[config.mk]
export PLATFORM = sky130hd
export DESIGN_NAME = cpu_run_ctrl
export DESIGN_NICKNAME = d
export VERILOG_FILES = /design/src/rtl/cpu_run_ctrl.sv
export SDC_FILE = /design/constraint.sdc
export NUM_CORES = 1
export LEC_CHECK = 0
export CAP_MARGIN = 20
export CORE_AREA = 2 2 81 83
export DETAILED_ROUTE_END_ITERATION = 8
export DIE_AREA = 0 0 83 85
export GPL_TIMING_DRIVEN = 0
export PLACE_DENSITY = 0.74
export SYNTH_ARGS = -nofsm -noshare
export SYNTH_HDL_FRONTEND = slang
export SYNTH_SLANG_ARGS = --single-unit
export TNS_END_PERCENT = 10
[constraint.sdc]
create_clock -name clk -period 4.8 [get_ports clk]
set_clock_uncertainty 0.05 [all_clocks]
set_input_delay 0.96 -clock clk [delete_from_list [all_inputs] [get_ports clk]]
set_output_delay 0.96 -clock clk [all_outputs]
set_load 0.005 [all_outputs]
[src/rtl/cpu_run_ctrl.sv]
`default_nettype none
// ============================================================================
//  Module      : cpu_run_ctrl
//  Description : Run/step/halt controller for a small CPU core. Loads the
//                instruction memory from a valid/ready word stream, then
//                gates the CPU update enable under run, single-step,
//                breakpoint, halt request and cycle-limit control.
//  Revision    : 1.0  initial release
// ----------------------------------------------------------------------------
//  Ports
//    clk, reset           clock, asynchronous active-high reset
//    load_start           begin a load session (load_count words, 0 = full)
//    load_valid/_data     load word source; load_ready is the sink side
//    run_req/step_req     run and single-step requests (level sampled)
//    halt_req             stop request (aborts LOAD, stops RUN/STEP)
//    pc, bp_en, bp_pc     CPU program counter and breakpoint match
//    cycle_limit          enabled cycles per run, 0 = unlimited
//    imem_we/addr/wdata   instruction memory write port
//    cpu_en, cpu_reset    CPU update enable and CPU reset request
//    state                IDLE=0 LOAD=1 RUN=2 STEP=3 HALT=4
//    cycle_count          enabled cycles since the last RUN entry
//    done, halt_cause     halt pulse and reason (0 none/step, 1 halt_req,
//                         2 cycle limit, 3 breakpoint)
// ============================================================================
module cpu_run_ctrl #(
  parameter int DATA_W = 19,
  parameter int ADDR_W = 5,
  parameter int CNT_W  = 8
) (
  input  logic              clk,
  input  logic              reset,
  input  logic              load_start,
  input  logic [ADDR_W-1:0] load_count,
  input  logic              load_valid,
  input  logic [DATA_W-1:0] load_data,
  output logic              load_ready,
  input  logic              run_req,
  input  logic              step_req,
  input  logic              halt_req,
  input  logic [ADDR_W-1:0] pc,
  input  logic              bp_en,
  input  logic [ADDR_W-1:0] bp_pc,
  input  logic [CNT_W-1:0]  cycle_limit,
  output logic              imem_we,
  output logic [ADDR_W-1:0] imem_addr,
  output logic [DATA_W-1:0] imem_wdata,
  output logic              cpu_en,
  output logic              cpu_reset,
  output logic [2:0]        state,
  output logic [CNT_W-1:0]  cycle_count,
  output logic              done,
  output logic [1:0]        halt_cause
);

  typedef enum logic [2:0] {
    ST_IDLE = 3'd0,
    ST_LOAD = 3'd1,
    ST_RUN  = 3'd2,
    ST_STEP = 3'd3,
    ST_HALT = 3'd4
  } state_t;

  localparam logic [1:0] CAUSE_NONE  = 2'd0;
  localparam logic [1:0] CAUSE_HALT  = 2'd1;
  localparam logic [1:0] CAUSE_LIMIT = 2'd2;
  localparam logic [1:0] CAUSE_BP    = 2'd3;

  state_t              state_q,       state_d;
  logic [ADDR_W-1:0]   idx_q,         idx_d;        // next word index in LOAD
  logic [ADDR_W-1:0]   last_q,        last_d;       // index of final word
  logic [ADDR_W-1:0]   addr_q,        addr_d;       // last written address
  logic                first_q,       first_d;      // first RUN cycle flag
  logic [CNT_W-1:0]    cycle_count_q, cycle_count_d;
  logic                done_q,        done_d;
  logic [1:0]          cause_q,       cause_d;

  logic                load_ready_c;
  logic                imem_we_c;
  logic                cpu_en_c;

  logic                bp_hit;
  logic                limit_on;
  logic                at_limit;
  logic                last_enabled;
  logic [CNT_W-1:0]    cnt_inc;

  // Breakpoint is masked on the first RUN cycle so a run can leave a
  // breakpoint address it is currently parked on.
  assign bp_hit       = bp_en && (pc == bp_pc) && !first_q;
  assign limit_on     = (cycle_limit != '0);
  // at_limit only matters if cycle_limit is lowered below the count mid-run.
  assign at_limit     = limit_on && (cycle_count_q >= cycle_limit);
  assign last_enabled = limit_on && (cycle_count_q == cycle_limit - CNT_W'(1));
  assign cnt_inc      = (cycle_count_q == '1) ? cycle_count_q
                                              : cycle_count_q + CNT_W'(1);

  always_comb begin
    state_d       = state_q;
    idx_d         = idx_q;
    last_d        = last_q;
    addr_d        = addr_q;
    first_d       = first_q;
    cycle_count_d = cycle_count_q;
    cause_d       = cause_q;
    load_ready_c  = (state_q == ST_LOAD);
    imem_we_c     = 1'b0;
    cpu_en_c      = 1'b0;

    case (state_q)
      ST_IDLE, ST_HALT: begin
        if (load_start) begin
          state_d = ST_LOAD;
          idx_d   = '0;
          // count 0 wraps to the all-ones index, i.e. a full memory load
          last_d  = load_count - ADDR_W'(1);
        end else if (run_req) begin
          state_d       = ST_RUN;
          cycle_count_d = '0;
          first_d       = 1'b1;
          cause_d       = CAUSE_NONE;
        end else if (step_req) begin
          state_d = ST_STEP;
          cause_d = CAUSE_NONE;
        end
      end

      ST_LOAD: begin
        if (halt_req) begin
          // abort: nothing is written in this cycle
          state_d = ST_IDLE;
        end else if (load_valid) begin
          imem_we_c = 1'b1;
          addr_d    = idx_q;
          idx_d     = idx_q + ADDR_W'(1);
          if (idx_q == last_q) begin
            state_d = ST_IDLE;
          end
        end
      end

      ST_RUN: begin
        first_d = 1'b0;
        if (halt_req) begin
          state_d = ST_HALT;
          cause_d = CAUSE_HALT;
        end else if (bp_hit) begin
          state_d = ST_HALT;
          cause_d = CAUSE_BP;
        end else if (at_limit) begin
          state_d = ST_HALT;
          cause_d = CAUSE_LIMIT;
        end else begin
          cpu_en_c      = 1'b1;
          cycle_count_d = cnt_inc;
          if (last_enabled) begin
            state_d = ST_HALT;
            cause_d = CAUSE_LIMIT;
          end
        end
      end

      ST_STEP: begin
        state_d = ST_HALT;
        if (halt_req) begin
          cause_d = CAUSE_HALT;
        end else begin
          cpu_en_c      = 1'b1;
          cycle_count_d = cnt_inc;
          cause_d       = CAUSE_NONE;
        end
      end

      default: begin
        state_d = ST_IDLE;
      end
    endcase

    done_d = ((state_q == ST_RUN) || (state_q == ST_STEP)) && (state_d == ST_HALT);
  end

  always_ff @(posedge clk or posedge reset) begin
    if (reset) begin
      state_q       <= ST_IDLE;
      idx_q         <= '0;
      last_q        <= '0;
      addr_q        <= '0;
      first_q       <= 1'b0;
      cycle_count_q <= '0;
      done_q        <= 1'b0;
      cause_q       <= CAUSE_NONE;
    end else begin
      state_q       <= state_d;
      idx_q         <= idx_d;
      last_q        <= last_d;
      addr_q        <= addr_d;
      first_q       <= first_d;
      cycle_count_q <= cycle_count_d;
      done_q        <= done_d;
      cause_q       <= cause_d;
    end
  end

  assign load_ready  = load_ready_c;
  assign imem_we     = imem_we_c;
  // During LOAD the address tracks the word being offered; otherwise it
  // holds the address of the last word actually written.
  assign imem_addr   = (state_q == ST_LOAD) ? idx_q : addr_q;
  assign imem_wdata  = load_data;
  assign cpu_en      = cpu_en_c;
  assign cpu_reset   = (state_q == ST_IDLE) || (state_q == ST_LOAD);
  assign state       = state_q;
  assign cycle_count = cycle_count_q;
  assign done        = done_q;
  assign halt_cause  = cause_q;

endmodule
`default_nettype wire
==> flow_metrics.env, run 1 <==
export IMPL_cts_tree="done"
export IMPL_critPathRequiredTime_ns=3.79
export IMPL_syn_cell_area_um2=2380
export IMPL_slowest_stage="clkdlybuf4s50_1"
export IMPL_syn_inst=283
export IMPL_ys_types=48
export IMPL_reg2reg_slack_ns=1.96
export IMPL_vdd_drop_max_uv=255
export IMPL_synth_nets=345
export IMPL_nets=423
export IMPL_min_from="addr_q[2]$_DFFE_PP0P_"
export IMPL_diodes=0
export IMPL_cts_root_buf="clkbuf_8"
export IMPL_drtIter0Drc=89
export IMPL_timing_final_crit_period_ns=4.61
export IMPL_rsz0062_at_grt="false"
export IMPL_path_clk_slew_ns=0.06
export IMPL_grt_util_all_layers=0.154
export IMPL_finalPower_mw=1.04
export IMPL_gr_total_overflow=0
export IMPL_vias=2226
export IMPL_ant_nets=0
export IMPL_hold_class="reg2reg"
export IMPL_holdPathStages=2
export IMPL_post_route_util=0.530
export IMPL_synth_common_cells="nand2_1, dfrtp_1, nor2_1"
export IMPL_worst_path_max_fanout=5
export IMPL_status="finished clean"
export IMPL_dpl_hpwl_um=4440
export IMPL_synth_area_leaders="dfrtp_1, nand2_1, buf_4"
export IMPL_initial_core_util=0.384
export IMPL_clock_sinks=30
export IMPL_async_flop_share=1.00
export IMPL_ios=92
export IMPL_hold_end="addr_q[2]$_DFFE_PP0P_"
export IMPL_synth_seq_cells=30
export IMPL_syn_area_per_cell_um2=8.42
export IMPL_vias_per_cell=5.08
export IMPL_worst_pin_slew_ns=0.734
export IMPL_max_slew_margin=0.498
export IMPL_cp_data_arrival_time_ns=3.60
export IMPL_antenna_found_initial=0
export IMPL_synth_top_area_frac=0.315
export IMPL_numCtsBuffers=5
export IMPL_max_stage_delay_ns=0.53
export IMPL_wl_per_cell_um=13.1
export IMPL_yosysTopAreaCell="dfrtp_1"
export IMPL_layout_setup_ws_ns=0.194
export IMPL_yosysMostFrequentCell="nand2_1"
export IMPL_clockBufferDepth=2
export IMPL_cts_max_level=2
export IMPL_dp_cells=431
export IMPL_grt_max_degree=17
export IMPL_place_congestion=0.858
export IMPL_cellLeakagePower_nw=1.50
export IMPL_area_delta_synth_final_pct=38.0
export IMPL_ys_warn_count=0
export IMPL_tns_ns=0
export IMPL_worstSetupPathType="in2out"
export IMPL_max_freq_mhz=217
export IMPL_core_area_um2=6200
export IMPL_dpl_worst_slack_ns=0.121
export IMPL_slew_viol_final=0
export IMPL_cts_setup_buffers=0
export IMPL_grt_pass1_wl_um=9080
export IMPL_layoutNonFillerInstCount=438
export IMPL_path_cells="clkdlybuf4s50_1 > ha_1 > nand2b_1 > a2111o_1 > a21oi_1 > o21ai_0 > a211oi_2 > clkdlybuf4s50_1"
export IMPL_die_area_um2=7060
export IMPL_die_w_um=83
export IMPL_routed_wl_um=5720
export IMPL_power_density_nw_per_um2=315
export IMPL_timing_final_crit_share=0.960
export IMPL_ys_seq_area_frac=0.315
export IMPL_std_cell_rows=29
export IMPL_drive_gt1_frac=0.133
export IMPL_startpoint_type="primary input"
export IMPL_finalHoldViolations=0
export IMPL_grt_pass1_vias=2039
export IMPL_cp_end_kind="primary output"
export IMPL_r2r_end="state[2]$_DFF_PP0_"
export IMPL_r2r_start="cycle_count[0]$_DFFE_PP0P_"
export IMPL_crit_path_frequent_cell="clkdlybuf4s50_1"
export IMPL_max_cap_violations=0
export IMPL_reg2reg_depth=8
export IMPL_worstSkewPairLatency_ns=0.27
export IMPL_firstDrtPassIters=4
export IMPL_synth_edf_count=0
export IMPL_synth_ff_type="dfrtp_1"
export IMPL_die_y_um=85
export IMPL_drcViolationCount=0
export IMPL_io_buffers=70
export IMPL_setup_violations=0
[worst max-delay path by stage]
stage                    from  slack (ns)  endpoint  depth (start not counted)
6_report       cycle_limit[0]        0.19    cpu_en                          8
3_5_place_dp   cycle_limit[0]        0.12    cpu_en                          8
4_1_cts        cycle_limit[0]        0.11    cpu_en                          8
3_3_place_gp   cycle_limit[0]        0.11    cpu_en                          8
2_1_floorplan  cycle_limit[0]        1.42    cpu_en                          6
5_1_grt        cycle_limit[0]        0.05    cpu_en                          8
[worst max-delay path: cells and delay by family]
kind / cells / cell delay (ns)
AO/OA/AOI/OAI: 4 / 1.09
buffers and inverters: 2 / 1.02
adder cells (fa/ha/maj): 1 / 0.37
AND/OR/NAND/NOR: 1 / 0.16
[stage by stage]
stage               instance area, µm²  hold slack (ns)
finish                            3290            0.421
CTS                               3280            0.426
global placement                  3180            0.402
floorplan                         2380            0.390
detailed placement                3210            0.411
global route                      3290            0.439
[flip-flops by register name, summed over array words and instances (netlist names)]
| register | flops |
|---|---|
| addr_q | 5 |
| idx_q | 5 |
| last_q | 5 |
| cycle_count | 8 |
| halt_cause | 2 |
| first_q | 1 |
| state | 3 |
| done | 1 |
[logic make-up after synthesis]
| group | share of synthesized area |
|---|---|
| simple gates | 0.239 |
| compound gates | 0.142 |
| buf+inv | 0.112 |
| flops | 0.315 |
| xor+xnor | 0.0882 |
| fa+ha+maj | 0.0630 |
| mux | 0.0404 |
[metal layers]
layer | global-route usage | part of all wire
met1 | 0.184 | 0.46
met2 | 0.273 | 0.48
met3 | 0.0418 | 0.054
met4 | 0.0447 | 0.010
met5 | 0 | 0
[repair_timing]
action / 4_1_cts / 5_1_grt
setup endpoints to repair: 0 / 1
resized for setup: 0 / 1
hold buffers: 0 / 0
[area by class of cell]
class,count,area [µm²]
fill,581,2920
clock buffer,7,76.3
multi-input combinational,207,1370
buffer,28,199
sequential,30,751
timing repair buffer,71,728
inverter,18,67.6
tap,77,96.3
[cells in the final DEF, fill, tap and decap left out, drive strengths merged, types with 4 or more instances in the layout]
master,count
nor3,7
xor2,17
mux2,5
nor2,22
nand2,41
ha,12
buf,26
dfrtp,30
xnor2,7
clkdlybuf4s50,70
clkbuf,10
nand3,8
a21oi,11
nand2b,7
mux2i,4
nor4,6
o21ai,15
nand4,7
inv,18
[power breakdown]
part / switching (mW) / total, mW / internal (mW)
clock network: 0.0869 / 0.186 / 0.0995
logic: 0.218 / 0.469 / 0.252
registers: 0.0663 / 0.381 / 0.315
(Power assumes the default switching activity.)
==> run 2: changes to the inputs <==
clock period = 5.3 ns   (was 4.8 ns; I/O delays follow)
==> run 2 against run 1 <==
  * Global-route usage stayed put
  * Setup slack improved by 0.20 ns
  * Critical endpoint unchanged
  * Die area did not move
  * Non-clock buffer count unchanged
  * Sequential power is 9.4% lower
  * Final area decreased by 0.15%
  * First-iteration DRC count shrank 12%
==> flow_metrics.env, run 2 (same netlist as run 1, synthesis figures left out) <==
export IMPL_drive_gt1_frac=0.130
export IMPL_worstSkewPairLatency_ns=0.28
export IMPL_initial_core_util=0.384
export IMPL_cts_hold_buf=0
export IMPL_hold_class="reg2reg"
export IMPL_drtIter0Drc=78
export IMPL_die_area_um2=7060
export IMPL_finalHoldViolations=0
export IMPL_reg2reg_depth=8
export IMPL_diodes=0
export IMPL_max_slew_margin=0.526
export IMPL_cts_tree="done"
export IMPL_tns_ns=0
export IMPL_cts_root_buf="clkbuf_8"
export IMPL_worst_path_max_fanout=5
export IMPL_status="finished clean"
export IMPL_r2r_end="state[2]$_DFF_PP0_"
export IMPL_cp_data_arrival_time_ns=3.79
export IMPL_reg2reg_slack_ns=2.49
export IMPL_r2r_start="cycle_count[0]$_DFFE_PP0P_"
export IMPL_die_w_um=83
export IMPL_layoutNonFillerInstCount=438
export IMPL_crit_start="cycle_limit[0]"
export IMPL_grt_pass1_vias=2039
export IMPL_grt_max_degree=17
export IMPL_cts_resized=0
export IMPL_final_common_cell="clkdlybuf4s50_1"
export IMPL_max_cap_violations=0
export IMPL_dpl_hpwl_um=4440
export IMPL_routed_wl_um=5700
export IMPL_core_area_um2=6200
export IMPL_ios=92
export IMPL_nets=423
export IMPL_startpoint_type="primary input"
export IMPL_vias=2223
export IMPL_finalPower_mw=0.938
export IMPL_cellLeakagePower_nw=1.50
export IMPL_critPathCapture="cpu_en"
export IMPL_timing_final_crit_share=0.925
export IMPL_vias_per_cell=5.08
export IMPL_timing_final_crit_period_ns=4.90
export IMPL_antenna_found_initial=0
export IMPL_ant_nets=0
export IMPL_place_congestion=0.858
export IMPL_area_delta_synth_final_pct=37.8
export IMPL_path_clk_slew_ns=0.06
export IMPL_vdd_drop_max_uv=231
export IMPL_largest_reg_flops=8
export IMPL_cts_max_level=2
export IMPL_wl_per_cell_um=13.0
export IMPL_die_y_um=85
export IMPL_rsz0062_at_grt="false"
export IMPL_numCtsBuffers=5
export IMPL_std_cell_rows=29
export IMPL_dp_cells=431
export IMPL_slew_viol_final=0
export IMPL_clockBufferDepth=2
export IMPL_gr_total_overflow=0
export IMPL_firstDrtPassIters=4
export IMPL_setup_violations=0
export IMPL_worstSetupPathType="in2out"
export IMPL_grt_pass1_wl_um=9080
export IMPL_final_cell_mix="clkdlybuf4s50_1, nand2_1, dfrtp_1"
export IMPL_cp_end_kind="primary output"
export IMPL_worst_pin_slew_ns=0.693
export IMPL_io_buffers=70
export IMPL_drcViolationCount=0
export IMPL_max_freq_mhz=204
export IMPL_cts_setup_buffers=0
export IMPL_grt_util_all_layers=0.154
export IMPL_critPathRequiredTime_ns=4.19
export IMPL_clock_sinks=30
export IMPL_power_density_nw_per_um2=286
run 2: cell type report:
| class | instances | area (µm²) |
|---|---|---|
| well taps | 77 | 96.3 |
| repair buffers | 71 | 728 |
| inverters | 18 | 67.6 |
| flip-flops and latches | 30 | 751 |
| fillers | 582 | 2920 |
| multi-input cells | 207 | 1370 |
| plain buffers | 28 | 199 |
| clock buffers | 7 | 76.3 |
run 2: worst max-delay path, cell delays in order:
cell and delay [ns]:
clkdlybuf4s50_1 0.49, ha_1 0.37, nand2b_1 0.16, a2111o_1 0.40, a21oi_1 0.24, o21ai_0 0.18
a211oi_1 0.34, clkdlybuf4s50_1 0.56
run 2: metal layers:
layer,share of wire,vias up,global-route usage
met4,0.010,0,0.0447
met2,0.48,67,0.273
met5,0,-,0
met1,0.46,1031,0.184
met3,0.048,7,0.0418
li1,-,1118,-
run 2: worst min-delay path by stage:
stage / startpoint / end / cells past startpoint
2_1_floorplan: addr_q[0]$_DFFE_PP0P_ / addr_q[0]$_DFFE_PP0P_ / 2
3_3_place_gp: addr_q[2]$_DFFE_PP0P_ / addr_q[2]$_DFFE_PP0P_ / 2
4_1_cts: addr_q[2]$_DFFE_PP0P_ / addr_q[2]$_DFFE_PP0P_ / 2
6_report: addr_q[2]$_DFFE_PP0P_ / addr_q[2]$_DFFE_PP0P_ / 2
3_5_place_dp: addr_q[2]$_DFFE_PP0P_ / addr_q[2]$_DFFE_PP0P_ / 2
5_1_grt: addr_q[2]$_DFFE_PP0P_ / addr_q[2]$_DFFE_PP0P_ / 2
run 2: per-stage QoR:
step / cell area [µm²] / setup WS, ns / utilization / hold slack, ns
floorplan: 2380 / 1.72 / - / 0.390
global placement: 3180 / 0.407 / 0.513 / 0.402
detailed placement: 3210 / 0.421 / 0.517 / 0.411
CTS: 3280 / 0.407 / 0.529 / 0.426
global route: 3280 / 0.249 / 0.529 / 0.439
finish: 3280 / 0.398 / 0.529 / 0.422
run 2: where the power goes:
group / switching (mW) / internal [mW]
clock: 0.0792 / 0.0902
sequential: 0.0596 / 0.285
combinational: 0.196 / 0.227
==> run 3: changes to the inputs <==
--- a/config.mk
+++ b/config.mk
@@ -15,3 +15,3 @@
 export SYNTH_HDL_FRONTEND = slang
 export SYNTH_SLANG_ARGS = --single-unit
-export TNS_END_PERCENT = 10
+export TNS_END_PERCENT = 5
==> constraint.sdc (replaced) <==
create_clock -name clk -period 5.3 [get_ports clk]
set_clock_uncertainty 0.05 [all_clocks]
set_input_delay 1.06 -clock clk [delete_from_list [all_inputs] [get_ports clk]]
set_output_delay 1.06 -clock clk [all_outputs]
set_load 0.05 [all_outputs]
==> run 3 against run 2 <==
  * Sequential power barely moved
  * Final area barely moved
  * Clock power barely moved
  * Critical endpoint unchanged
  * Largest cell class unchanged
  * Largest power group unchanged
==> flow_metrics.env, run 3 (same netlist as run 1, synthesis figures left out) <==
export IMPL_grt_pass1_vias=2039
export IMPL_reg2reg_depth=8
export IMPL_use_met2=0.273
export IMPL_drive_gt1_frac=0.130
export IMPL_slowest_stage="clkdlybuf4s50_1"
export IMPL_hold_class="reg2reg"
export IMPL_post_route_util=0.530
export IMPL_vias_per_cell=5.08
export IMPL_worstSkewPairLatency_ns=0.28
export IMPL_wl_per_cell_um=13.0
export IMPL_dpl_hpwl_um=4440
export IMPL_final_area_um2=3290
export IMPL_finalHoldViolations=0
export IMPL_core_area_um2=6200
export IMPL_cts_root_buf="clkbuf_8"
export IMPL_die_y_um=85
export IMPL_timing_final_crit_period_ns=4.80
export IMPL_layoutNonFillerInstCount=438
export IMPL_cp_data_arrival_time_ns=3.69
export IMPL_holdWs_ns=0.422
export IMPL_cp_end_kind="primary output"
export IMPL_max_cap_violations=0
export IMPL_worst_path_max_fanout=5
export IMPL_final_cell_mix="clkdlybuf4s50_1, nand2_1, dfrtp_1"
export IMPL_ff_latch_area_um2=751
export IMPL_nets=423
export IMPL_grt_util_all_layers=0.154
export IMPL_gr_total_overflow=0
export IMPL_n_fill_cell=581
export IMPL_clock_sinks=30
export IMPL_vias=2223
export IMPL_area_delta_synth_final_pct=37.9
export IMPL_ios=92
export IMPL_holdPathStages=2
export IMPL_die_w_um=83
export IMPL_diodes=0
export IMPL_slew_viol_final=0
export IMPL_max_freq_mhz=208
export IMPL_std_cell_rows=29
export IMPL_setup_violations=0
export IMPL_ant_nets=0
export IMPL_largest_reg_flops=8
export IMPL_max_stage_delay_ns=0.49
export IMPL_power_density_nw_per_um2=337
export IMPL_max_slew_margin=0.526
export IMPL_status="finished clean"
export IMPL_timing_final_crit_share=0.906
export IMPL_numCtsBuffers=5
export IMPL_startpoint_type="primary input"
export IMPL_grt_pass1_wl_um=9080
export IMPL_initial_core_util=0.384
export IMPL_place_congestion=0.858
export IMPL_grt_busiest_layer="met2"
export IMPL_cts_max_level=2
export IMPL_antenna_found_initial=0
export IMPL_dp_cells=431
export IMPL_multi_input_area_um2=1370
export IMPL_worst_pin_slew_ns=0.693
export IMPL_io_buffers=70
export IMPL_path_cells="clkdlybuf4s50_1 > ha_1 > nand2b_1 > a2111o_1 > a21oi_1 > o21ai_0 > a211oi_1 > dlymetal6s2s_1"
export IMPL_tns_ns=0
export IMPL_vdd_drop_max_uv=285
export IMPL_drcViolationCount=0
export IMPL_critPathRequiredTime_ns=4.19
export IMPL_grt_max_degree=17
export IMPL_worstSetupPathType="in2out"
export IMPL_cts_setup_buffers=0
export IMPL_use_met3=0.0418
export IMPL_die_area_um2=7060
export IMPL_firstDrtPassIters=4
export IMPL_drtIter0Drc=92
export IMPL_clockBufferDepth=2
export IMPL_routed_wl_um=5700
export IMPL_cts_tree="done"
export IMPL_rsz0062_at_grt="false"
export IMPL_cellLeakagePower_nw=1.51
export IMPL_path_clk_slew_ns=0.06
export IMPL_final_common_cell="clkdlybuf4s50_1"
export IMPL_postPlaceCellArea_um2=3210
export IMPL_use_met1=0.184
## run 3: layout make-up
class / instances / share of cell area
Multi-Input combinational cell: 207 / 0.416
Sequential cell: 30 / 0.228
Timing Repair Buffer: 71 / 0.222
Buffer: 28 / 0.0605
Tap cell: 77 / 0.0293
Clock buffer: 7 / 0.0232
Inverter: 18 / 0.0206
## run 3: worst paths after layout
kind	start	to	slack [ns]
hold / removal	addr_q[2]$_DFFE_PP0P_	addr_q[2]$_DFFE_PP0P_	0.42
max in group asynchronous	reset	idx_q[1]$_DFFE_PP0P_	3.56
setup reg to reg	cycle_count[0]$_DFFE_PP0P_	state[2]$_DFF_PP0_	2.49
setup / recovery	cycle_limit[0]	cpu_en	0.50
hold reg to reg	addr_q[2]$_DFFE_PP0P_	addr_q[2]$_DFFE_PP0P_	0.42
min in group asynchronous	reset	state[2]$_DFF_PP0_	1.13
## run 3: layer usage
metal	routed length [µm]	share of wire	up-vias
met1	2620	0.46	1031
met4	58	0.010	0
met3	276	0.048	7
met5	0	0	-
met2	2750	0.48	67
li1	-	-	1118
## run 3: repair_timing
item,CTS,global route
hold endpoints to repair,0,0
gates resized for setup,0,1
hold buffers,0,0
endpoints found under the setup margin,0,1
## run 3: where the power goes
part           switching, mW  leakage [nW]  total, mW  internal (mW)
registers             0.0597         0.399      0.345          0.285
clock network         0.0792        0.0383      0.169         0.0902
logic                  0.367          1.08      0.594          0.227
total                  0.506          1.51       1.11          0.603
## run 3: stage by stage
stage          total power [mW]  worst slack, ns
6_report                   1.11            0.499
5_1_grt                    1.18            0.340
4_1_cts                    1.12            0.105
3_5_place_dp              0.945            0.118
3_3_place_gp              0.932            0.105
2_1_floorplan             0.753            0.760
## run 3: worst max-delay path, delay by kind of cell
kind | cells | cell delay (ns)
compound gates | 4 | 1.15
fa+ha+maj | 1 | 0.37
buf+inv | 2 | 0.96
simple gates | 1 | 0.16
